$ cat config.mk
export PLATFORM = sky130hd
export DESIGN_NAME = selector_arbiter
export DESIGN_NICKNAME = d
export VERILOG_FILES = /design/src/rtl/selector_arbiter.sv
export SDC_FILE = /design/constraint.sdc
export NUM_CORES = 1
export LEC_CHECK = 0
export BUFFER_PORTS_ARGS = -buffer_cell sky130_fd_sc_hd__buf_2
export CAP_MARGIN = 20
export CORE_UTILIZATION = 47
export CTS_CLUSTER_SIZE = 8
export DETAILED_ROUTE_END_ITERATION = 10
export GPL_TIMING_DRIVEN = 0
export PLACE_DENSITY = 0.78
export SLEW_MARGIN = 25
export SYNTH_ARGS = -nofsm -noshare
export SYNTH_HDL_FRONTEND = slang
export SYNTH_SLANG_ARGS = --single-unit
$ cat constraint.sdc
create_clock -name clk -period 2.7 [get_ports clk]
set_input_delay 0.27 -clock clk [delete_from_list [all_inputs] [get_ports clk]]
set_output_delay 0.27 -clock clk [all_outputs]
set_load 0.1 [all_outputs]
$ cat src/rtl/selector_arbiter.sv
`default_nettype none
// ============================================================================
// Module   : selector_arbiter
// Brief    : Round-robin owner of a shared one-hot address selector; latches
//            the winner's address, waits a settle window, then grants.
// Revision : 1.0
// ============================================================================
module selector_arbiter #(
    parameter int NUM_REQ       = 4,
    parameter int ADDR_W        = 16,
    parameter int SETTLE_CYCLES = 4
) (
    input  logic                      clk,
    input  logic                      rst,
    input  logic [NUM_REQ-1:0]        req,
    input  logic [NUM_REQ*ADDR_W-1:0] addr_in,
    input  logic [NUM_REQ-1:0]        rel,
    output logic [NUM_REQ-1:0]        grant,
    output logic [ADDR_W-1:0]         sel_addr,
    output logic                      sel_valid,
    output logic                      busy
);

    localparam int IDX_W = $clog2(NUM_REQ);

    typedef enum logic [1:0] {
        ST_IDLE   = 2'd0,
        ST_SETTLE = 2'd1,
        ST_OWNED  = 2'd2
    } state_t;

    localparam logic [IDX_W-1:0] c_ptr_rst  = IDX_W'(NUM_REQ - 1);
    localparam logic [7:0]       c_cnt_init = 8'(SETTLE_CYCLES - 1);

    state_t              state_q, state_d;
    logic [IDX_W-1:0]    ptr_q, ptr_d;
    logic [IDX_W-1:0]    owner_q, owner_d;
    logic [7:0]          cnt_q, cnt_d;
    logic [NUM_REQ-1:0]  grant_q, grant_d;
    logic [ADDR_W-1:0]   sel_addr_q, sel_addr_d;

    logic                w_win_found;
    logic [IDX_W-1:0]    w_win_idx;
    logic [ADDR_W-1:0]   w_addr_arr [NUM_REQ];

    for (genvar k = 0; k < NUM_REQ; k++) begin : g_addr_unpack
        assign w_addr_arr[k] = addr_in[k*ADDR_W +: ADDR_W];
    end

    // Search starts just after the last-served index, so it has lowest priority.
    always_comb begin
        int j;
        j           = 0;
        w_win_found = 1'b0;
        w_win_idx   = '0;
        for (int i = 1; i <= NUM_REQ; i++) begin
            j = (int'(ptr_q) + i) % NUM_REQ;
            if (!w_win_found && req[IDX_W'(j)]) begin
                w_win_found = 1'b1;
                w_win_idx   = IDX_W'(j);
            end
        end
    end

    always_comb begin
        state_d    = state_q;
        ptr_d      = ptr_q;
        owner_d    = owner_q;
        cnt_d      = cnt_q;
        grant_d    = grant_q;
        sel_addr_d = sel_addr_q;
        case (state_q)
            ST_IDLE: begin
                if (w_win_found) begin
                    owner_d    = w_win_idx;
                    sel_addr_d = w_addr_arr[w_win_idx];
                    cnt_d      = c_cnt_init;
                    state_d    = ST_SETTLE;
                end
            end
            ST_SETTLE: begin
                if (!req[owner_q]) begin
                    ptr_d   = owner_q;
                    state_d = ST_IDLE;
                end else if (cnt_q != 8'd0) begin
                    cnt_d = cnt_q - 8'd1;
                end else begin
                    grant_d          = '0;
                    grant_d[owner_q] = 1'b1;
                    state_d          = ST_OWNED;
                end
            end
            ST_OWNED: begin
                // Release beats a simultaneous re-request from the same owner.
                if (rel[owner_q] || !req[owner_q]) begin
                    grant_d = '0;
                    ptr_d   = owner_q;
                    state_d = ST_IDLE;
                end
            end
            default: begin
                grant_d = '0;
                state_d = ST_IDLE;
            end
        endcase
    end

    always_ff @(posedge clk) begin
        if (rst) begin
            state_q    <= ST_IDLE;
            ptr_q      <= c_ptr_rst;
            owner_q    <= '0;
            cnt_q      <= 8'd0;
            grant_q    <= '0;
            sel_addr_q <= '0;
        end else begin
            state_q    <= state_d;
            ptr_q      <= ptr_d;
            owner_q    <= owner_d;
            cnt_q      <= cnt_d;
            grant_q    <= grant_d;
            sel_addr_q <= sel_addr_d;
        end
    end

    assign grant     = grant_q;
    assign sel_addr  = sel_addr_q;
    assign sel_valid = |grant_q;
    assign busy      = (state_q != ST_IDLE);

endmodule
`default_nettype wire

==> impl_metrics.json, run 1 <==
{
  "via_count": 2235,
  "cp_cell_sequence": "nor2b_1 > o21a_1 > clkbuf_1 > nor3_1 > buf_2 > buf_2 > mux2i_1 > o211ai_1",
  "intPower_mw": 1.02,
  "synth_adder_area_share_pct": 1.21,
  "post_layout_power_mw": 1.89,
  "regToRegStartpoint": "ptr_q[0]",
  "cts_num_sinks": 34,
  "cell_row_count": 23,
  "highest_attainable_clock_frequency_mhz": 467,
  "synth-main-ff-cell": "sky130_fd_sc_hd__dfxtp_1",
  "synth_compound_area_share_pct": 27.8,
  "remaining_drc_errors": 0,
  "yosys-top-cells-area": "sky130_fd_sc_hd__dfxtp_1 (33%), sky130_fd_sc_hd__mux2i_1 (8.2%), sky130_fd_sc_hd__a211o_1 (7.6%), sky130_fd_sc_hd__o211ai_1 (6.9%), sky130_fd_sc_hd__o31ai_1 (5.8%)",
  "status": "finished, final reports clean",
  "timing.critical_path.slowest_stage_cell": "sky130_fd_sc_hd__dfxtp_1",
  "grt_first_pass_wirelength_um": 8740,
  "cts_repair_resize_count": 0,
  "cpLargestDelayFamily": "buffers and inverters",
  "layout_setup_ws_ps": 559,
  "hold-path-cell-count": 3,
  "layout.cells.non_filler": 393,
  "fin_area_um2": 2700,
  "synthesis.area_um2": 2070,
  "cts-buffers-inserted": 5,
  "drt_pass1_iterations": 4,
  "fp.dieH_um": 68.4,
  "antenna_cells": 0,
  "wire_per_inst_um": 13.9,
  "grt_start_max_net_pins": 11,
  "final_net_count": 418,
  "drt_wl_total_um": 5470,
  "cp.required_ps": 2870,
  "hold_path_class": "in -> reg",
  "yosysTopAreaCell": "sky130_fd_sc_hd__dfxtp_1",
  "synth.distinct_cells": 43,
  "switching_power_share_of_the_total_pct": 46.2,
  "drtAntennaViolNets": 0,
  "worstPathArrival_ps": 2310,
  "clkSlewWorstSetupHoldPaths_ps": 70,
  "routabilityCongestion": 0.808,
  "post_cts_hold_buffer_count": 0,
  "rsz_0062_raised_after_global_routing": "no",
  "simple_gate_area_share_of_the_yosys_netlist_pct": 20.4,
  "start_util_pct": 50.3,
  "slew_violations": 0,
  "final_period_utilization_pct": 79.3,
  "worst-slew-pin-transition_ps": 650,
  "seq_area_frac_synth_pct": 32.9,
  "ctsRootBufferMaster": "sky130_fd_sc_hd__clkbuf_8",
  "flow.area_growth_from_synthesis_pct": 30.4,
  "antenna_violations_before_repair": 0,
  "crit_buf_inv": 3,
  "num_io_pins": 96,
  "grtUsageTotal_pct": 25.2,
  "chipWidth_um": 68.4,
  "ys_async_sr_fraction_pct": 0,
  "globalRouteOverflowTotal": 0,
  "net-switching-power_uw": 874,
  "drt-vias-per-instance": 5.69,
  "critPathMostFrequentCell": "sky130_fd_sc_hd__buf_2",
  "tritoncts": "built",
  "timing.critical_path.fanout_max": 10,
  "r2r_cells": 8,
  "crit_path_start_kind": "flop",
  "fin_tns_setup_ps": 0,
  "max-slew-margin-rel_pct": 56.2,
  "largest_family_of_logic_cells_by_synthesized_area": "compound AO/OA/AOI/OAI gates",
  "post_cts_buffers": 0,
  "synth_top_area_share_pct": 32.9,
  "r2r-end": "sel_addr[12]",
  "largest_voltage_drop_on_the_vdd_net_uv": 453,
  "drive_gt1_share_pct": 32.7,
  "mappedNetlistNets": 316,
  "yosys.area_share.xor_xnor_pct": 2.11,
  "cellPowerDensity_nw_per_um2": 701,
  "total_leakage_power_nw": 1.27,
  "synth-edff-count": 0,
  "core_area_um2": 4120,
  "post-route-min-period_ps": 2140,
  "setup-violations-final": 0,
  "synth-seq-cells": 34,
  "report.final.hold_viol_count": 0,
  "max_clock_skew_ps": 3.75,
  "setup.worst_path.class": "reg -> reg",
  "max_cap_violations": 0,
  "critical-path-max-stage-delay_ps": 360,
  "area_of_the_die_um2": 4680,
  "dpl.hpwl_um": 4180,
  "r2r_setup_slack_ps": 560,
  "relative_contribution_of_combinational_cells_to_total_power_pct": 46.4,
  "share_seq_of_total_power_pct": 32.4,
  "synthesized_netlist_cell_count": 240,
  "holdPathEnd": "sel_addr[6]",
  "end_kind": "flop",
  "ctsLongestPathBuffers": 2,
  "synth.area.mux_share_pct": 10.6,
  "syn-mean-instance-area_um2": 8.63,
  "hold_path.startpoint": "addr_in[54]",
  "clk_latency_ps": 290,
  "placedInstanceArea_um2": 2610,
  "clock_tree.htree_level_count": 2,
  "share_clk_of_total_power_pct": 21.3,
  "utilization_pct": 65.6,
  "initial_detailed_routing_violation_count": 184,
  "placedCellCount": 385,
  "grt_pass1_vias": 2008,
  "hold_ws_ps": 269,
  "io_buffers": 95,
  "yosys_warnings": 0,
  "preCtsSetupSlack_ps": 243
}
cell families (layout without fill, tap and decap cells):
logic type	count (synthesis)	after routing
AO/OA/AOI/OAI	73	73
AND/OR/NAND/NOR	82	82
flip-flops	34	34
XOR/XNOR	5	5
multiplexers	19	19
adder cells (fa/ha/maj)	2	2
buffers and inverters	25	128
cell usage in the layout (no fill, tap or decap), types with 3 or more instances in the layout:
cell                        n
sky130_fd_sc_hd__nand4_1   16
sky130_fd_sc_hd__nand2b_1   4
sky130_fd_sc_hd__or4_1      3
sky130_fd_sc_hd__nand2_1   19
sky130_fd_sc_hd__clkbuf_8   6
sky130_fd_sc_hd__mux2i_1   17
sky130_fd_sc_hd__nor3_1     4
sky130_fd_sc_hd__o211ai_1  19
sky130_fd_sc_hd__inv_1      5
sky130_fd_sc_hd__o31ai_1   16
sky130_fd_sc_hd__dfxtp_1   34
sky130_fd_sc_hd__buf_2     98
sky130_fd_sc_hd__xor2_1     5
sky130_fd_sc_hd__nor2_1    23
sky130_fd_sc_hd__a211oi_1   3
sky130_fd_sc_hd__clkbuf_1  16
sky130_fd_sc_hd__a32o_1     4
sky130_fd_sc_hd__a211o_1   18
power groups by stage:
stage | registers (mW) | clock network (mW) | logic [mW]
floorplan | 0.952 | 0 | 0.367
CTS | 0.612 | 0.405 | 0.879
global placement | 0.623 | 0 | 0.865
detailed placement | 0.623 | 0 | 0.877
global route | 0.622 | 0.428 | 0.937
finish | 0.612 | 0.402 | 0.878
worst min-delay path, stage by stage:
cell and delay [ps]:
sky130_fd_sc_hd__buf_2 70, sky130_fd_sc_hd__mux2i_1 50, sky130_fd_sc_hd__o211ai_1 140
cell type report:
| cell class | instances | area [µm²] |
|---|---|---|
| Timing Repair Buffer | 95 | 475 |
| Sequential cell | 34 | 681 |
| Inverter | 5 | 18.8 |
| Buffer | 20 | 86.3 |
| Clock buffer | 7 | 86.3 |
| Fill cell | 370 | 1410 |
| Clock inverter | 1 | 5.00 |
| Tap cell | 50 | 62.6 |
| Multi-Input combinational cell | 181 | 1290 |
per-layer routing:
metal | share of wire (%) | track usage, % | vias to the layer above
met2 | 45 | 39.1 | 105
met1 | 44 | 32.1 | 996
met3 | 8.8 | 7.00 | 9
met4 | 1.8 | 11.5 | 0
met5 | 0 | 0 | -
li1 | - | - | 1125
sequential cells by signal, summed over array words and instances, names as in the netlist:
signal    cells
cnt_q         8
grant         4
owner_q       2
ptr_q         2
sel_addr     16
state_q       2
how the worst max path moves through the flow:
| stage | cells after the start | start | endpoint | slack, ps |
|---|---|---|---|---|
| floorplan | 1 | grant[3] | sel_valid | 650 |
| global placement | 8 | req[0] | cnt_q[6] | 240 |
| detailed placement | 8 | req[0] | sel_addr[4] | 240 |
| CTS | 4 | owner_q[0] | grant[2] | 570 |
| global route | 8 | ptr_q[1] | sel_addr[12] | 370 |
| finish | 8 | ptr_q[0] | sel_addr[12] | 560 |
Yosys cell counts, types with 2 or more instances:
master	number
sky130_fd_sc_hd__mux2i_1	17
sky130_fd_sc_hd__nor2b_1	2
sky130_fd_sc_hd__nand4_1	16
sky130_fd_sc_hd__nor2_1	23
sky130_fd_sc_hd__nand2b_1	4
sky130_fd_sc_hd__o211ai_1	19
sky130_fd_sc_hd__dfxtp_1	34
sky130_fd_sc_hd__a32o_1	4
sky130_fd_sc_hd__a21o_1	2
sky130_fd_sc_hd__clkbuf_1	15
sky130_fd_sc_hd__o21ai_1	2
sky130_fd_sc_hd__or4_1	3
sky130_fd_sc_hd__o21a_1	2
sky130_fd_sc_hd__nand2_1	19
sky130_fd_sc_hd__ha_1	2
sky130_fd_sc_hd__a211oi_1	3
sky130_fd_sc_hd__nand3_1	2
sky130_fd_sc_hd__o31ai_1	16
sky130_fd_sc_hd__inv_1	5
sky130_fd_sc_hd__nor3_1	4
sky130_fd_sc_hd__xor2_1	5
sky130_fd_sc_hd__a211o_1	18
sky130_fd_sc_hd__buf_2	3
No activity file was read; power rests on OpenSTA's default activity.
==> run 2, diff against run 1 <==
ABC_AREA = 1   (was default)
CORE_UTILIZATION = 45   (was 47)
PLACE_DENSITY = 0.76   (was 0.78)
clock period = 1.9 ns   (was 2.7 ns; I/O delays follow)
==> run 2 against run 1 <==
The run now ends with setup timing left. Die area grew 24%. Global-route usage down 1.6 points. Final area rose by 31%. Routed wire length rose by 37%. Synthesized cell count grew 63%. Fmax up 11%. Count of clock-buffer cells in the layout stayed put. Synthesized area up 20%. Via count increased by 36%. First-iteration DRC count rose by 14%. Largest cell class unchanged.
==> impl_metrics.json, run 2 <==
{
  "slew_violations": 0,
  "synth-seq-cells": 34,
  "grtUsageTotal_pct": 23.6,
  "crit_path_start_kind": "flop",
  "max_clock_skew_ps": 9.39,
  "area_of_the_die_um2": 5800,
  "tritoncts": "built",
  "layout_setup_ws_ps": -28.4,
  "synthTopCellsByCount": "sky130_fd_sc_hd__nand2_1 (107), sky130_fd_sc_hd__nand3_1 (105), sky130_fd_sc_hd__inv_1 (36)",
  "dpl.hpwl_um": 5250,
  "wire_per_inst_um": 13.0,
  "highest_attainable_clock_frequency_mhz": 519,
  "yosysTopAreaCell": "sky130_fd_sc_hd__dfxtp_1",
  "hold_path_class": "in -> reg",
  "ctsLongestPathBuffers": 2,
  "cp.required_ps": 2070,
  "status": "complete, but fails checks",
  "ctsRootBufferMaster": "sky130_fd_sc_hd__clkbuf_8",
  "antenna_violations_before_repair": 0,
  "chipWidth_um": 76.2,
  "timing.critical_path.fanout_max": 7,
  "layout.cells.non_filler": 578,
  "rsz_0062_raised_after_global_routing": "yes",
  "drt-vias-per-instance": 5.26,
  "clkSlewWorstSetupHoldPaths_ps": 70,
  "r2r_cells": 15,
  "mappedNetlistNets": 466,
  "globalRouteOverflowTotal": 0,
  "worstPathArrival_ps": 2100,
  "synth.distinct_cells": 30,
  "synth_top_area_share_pct": 27.5,
  "seq_area_frac_synth_pct": 27.5,
  "regToRegStartpoint": "ptr_q[1]",
  "io_buffers": 95,
  "start_util_pct": 47.6,
  "clock_tree.htree_level_count": 2,
  "placedCellCount": 555,
  "fp.dieH_um": 76.2,
  "ys_async_sr_fraction_pct": 0,
  "r2r-end": "sel_addr[1]",
  "yosys.cell_count.top_type": "sky130_fd_sc_hd__nand2_1",
  "cp-endpoint": "sel_addr[1]",
  "remaining_drc_errors": 0,
  "utilization_pct": 67.7,
  "cts-buffers-inserted": 5,
  "cell_row_count": 26,
  "grt_pass1_vias": 2574,
  "drive_gt1_share_pct": 38.4,
  "layout_common_cells": "sky130_fd_sc_hd__buf_2 (96), sky130_fd_sc_hd__nand2_1 (94), sky130_fd_sc_hd__nand3_1 (89), sky130_fd_sc_hd__inv_1 (36), sky130_fd_sc_hd__dfxtp_1 (33)",
  "cts_num_sinks": 34,
  "final_net_count": 583,
  "clk_latency_ps": 290,
  "synth-main-ff-cell": "sky130_fd_sc_hd__dfxtp_1",
  "max-slew-margin-rel_pct": 65.4,
  "core_area_um2": 5200,
  "routabilityCongestion": 0.864,
  "worst-slew-pin-transition_ps": 520,
  "final_period_utilization_pct": 101,
  "r2r_setup_slack_ps": -30,
  "yosys_warnings": 0,
  "synthesis.area_um2": 2480,
  "grt_start_max_net_pins": 11,
  "preCtsSetupSlack_ps": 19.0,
  "failing_checks": "setup timing",
  "end_kind": "flop",
  "drt_wl_total_um": 7490,
  "grt_first_pass_wirelength_um": 11200,
  "post-route-min-period_ps": 1930,
  "post_cts_hold_buffer_count": 0,
  "initial_detailed_routing_violation_count": 209,
  "antenna_cells": 0,
  "flow.area_growth_from_synthesis_pct": 42.4,
  "synthesized_netlist_cell_count": 390,
  "setup-violations-final": 2,
  "num_io_pins": 96,
  "crit_start": "ptr_q[1]",
  "synth-edff-count": 0,
  "final_common_cell": "sky130_fd_sc_hd__buf_2",
  "via_count": 3043,
  "hold_ws_ps": 243,
  "setup.worst_path.class": "reg -> reg",
  "drtAntennaViolNets": 0,
  "report.final.hold_viol_count": 0,
  "max_cap_violations": 0,
  "yosys-top-cells-area": "sky130_fd_sc_hd__dfxtp_1 (27%), sky130_fd_sc_hd__nand3_1 (21%), sky130_fd_sc_hd__nand2_1 (16%), sky130_fd_sc_hd__inv_1 (5.5%), sky130_fd_sc_hd__nand2_4 (4.5%)",
  "syn-mean-instance-area_um2": 6.35,
  "largest_register_ffs": 16,
  "drt_pass1_iterations": 5
}
run 2: cell count changes after synthesis, moves of 11 or more:
cell                       previous run  this run
sky130_fd_sc_hd__inv_1                5        36
sky130_fd_sc_hd__nand3_1              2       105
sky130_fd_sc_hd__o211ai_1            19         4
sky130_fd_sc_hd__clkbuf_1            15         4
sky130_fd_sc_hd__nand4_1             16         5
sky130_fd_sc_hd__a211o_1             18         0
sky130_fd_sc_hd__mux2i_1             17         0
sky130_fd_sc_hd__nand2_1             19       107
sky130_fd_sc_hd__o31ai_1             16         0
run 2: what timing repair did:
item / in CTS / in global routing
pin swaps: 1 / 33
cloned: 0 / 4
setup buffers: 1 / 10
resized for setup: 2 / 71
setup endpoints to repair: 2 / 22
run 2: cells by family (layout without fill, tap and decap cells):
| family | count (synthesis) | count (layout) | synth area share, % |
|---|---|---|---|
| fa+ha+maj | 2 | 2 | 1.01 |
| compound gates | 21 | 21 | 5.10 |
| xor+xnor | 3 | 3 | 1.06 |
| simple gates | 272 | 272 | 53.7 |
| buf+inv | 58 | 176 | 11.7 |
| flops | 34 | 34 | 27.5 |
run 2: worst min path at each step:
stage | from | end | cells after the start
after floorplan | rst | sel_addr[5] | 3
after global placement | sel_addr[10] | sel_addr[10] | 2
after detailed placement | sel_addr[0] | sel_addr[0] | 2
after CTS | addr_in[58] | sel_addr[10] | 5
after global routing | rst | sel_addr[5] | 4
final | addr_in[61] | sel_addr[13] | 5
run 2: per-stage QoR:
stage | instance area, µm² | setup TNS (ps)
floorplan | 2480 | 0
global placement | 3040 | 0
detailed placement | 3040 | 0
CTS | 3150 | 0
global route | 3530 | -1600
finish | 3530 | -51.6
run 2: area by class of cell:
cell class                      count  area [µm²]
Buffer                             18         170
Multi-Input combinational cell    298        1700
Sequential cell                    34         682
Tap cell                           70        87.6
Clock buffer                        7        86.3
Inverter                           40         168
Timing Repair Buffer              110         627
Fill cell                         458        1680
Clock inverter                      1        5.00
run 2: worst max-delay path, cell delays in order (launching register included):
cell	delay (ps)
sky130_fd_sc_hd__dfxtp_1	310
sky130_fd_sc_hd__buf_6	130
sky130_fd_sc_hd__inv_4	70
sky130_fd_sc_hd__nand2_1	90
sky130_fd_sc_hd__nand2_4	100
sky130_fd_sc_hd__nand2_2	70
sky130_fd_sc_hd__nand2_4	100
sky130_fd_sc_hd__inv_4	60
sky130_fd_sc_hd__nand2_4	60
sky130_fd_sc_hd__nor2_4	40
sky130_fd_sc_hd__buf_4	140
sky130_fd_sc_hd__a21oi_4	210
sky130_fd_sc_hd__buf_6	150
sky130_fd_sc_hd__nand3_1	120
sky130_fd_sc_hd__nand3_2	90
sky130_fd_sc_hd__nand2_1	50
run 2: routing by layer:
layer  track usage (%)  vias up  part of all wire, %
met5                 0        -                    0
met3              6.35       25                  8.2
met1              28.5     1350                   39
met2              41.1      164                   50
li1                  -     1504                    -
met4              6.54        0                  2.5
Power of run 2 is not shown: default switching activity piles up to over one toggle a cycle in this logic, so the estimate is an artifact.
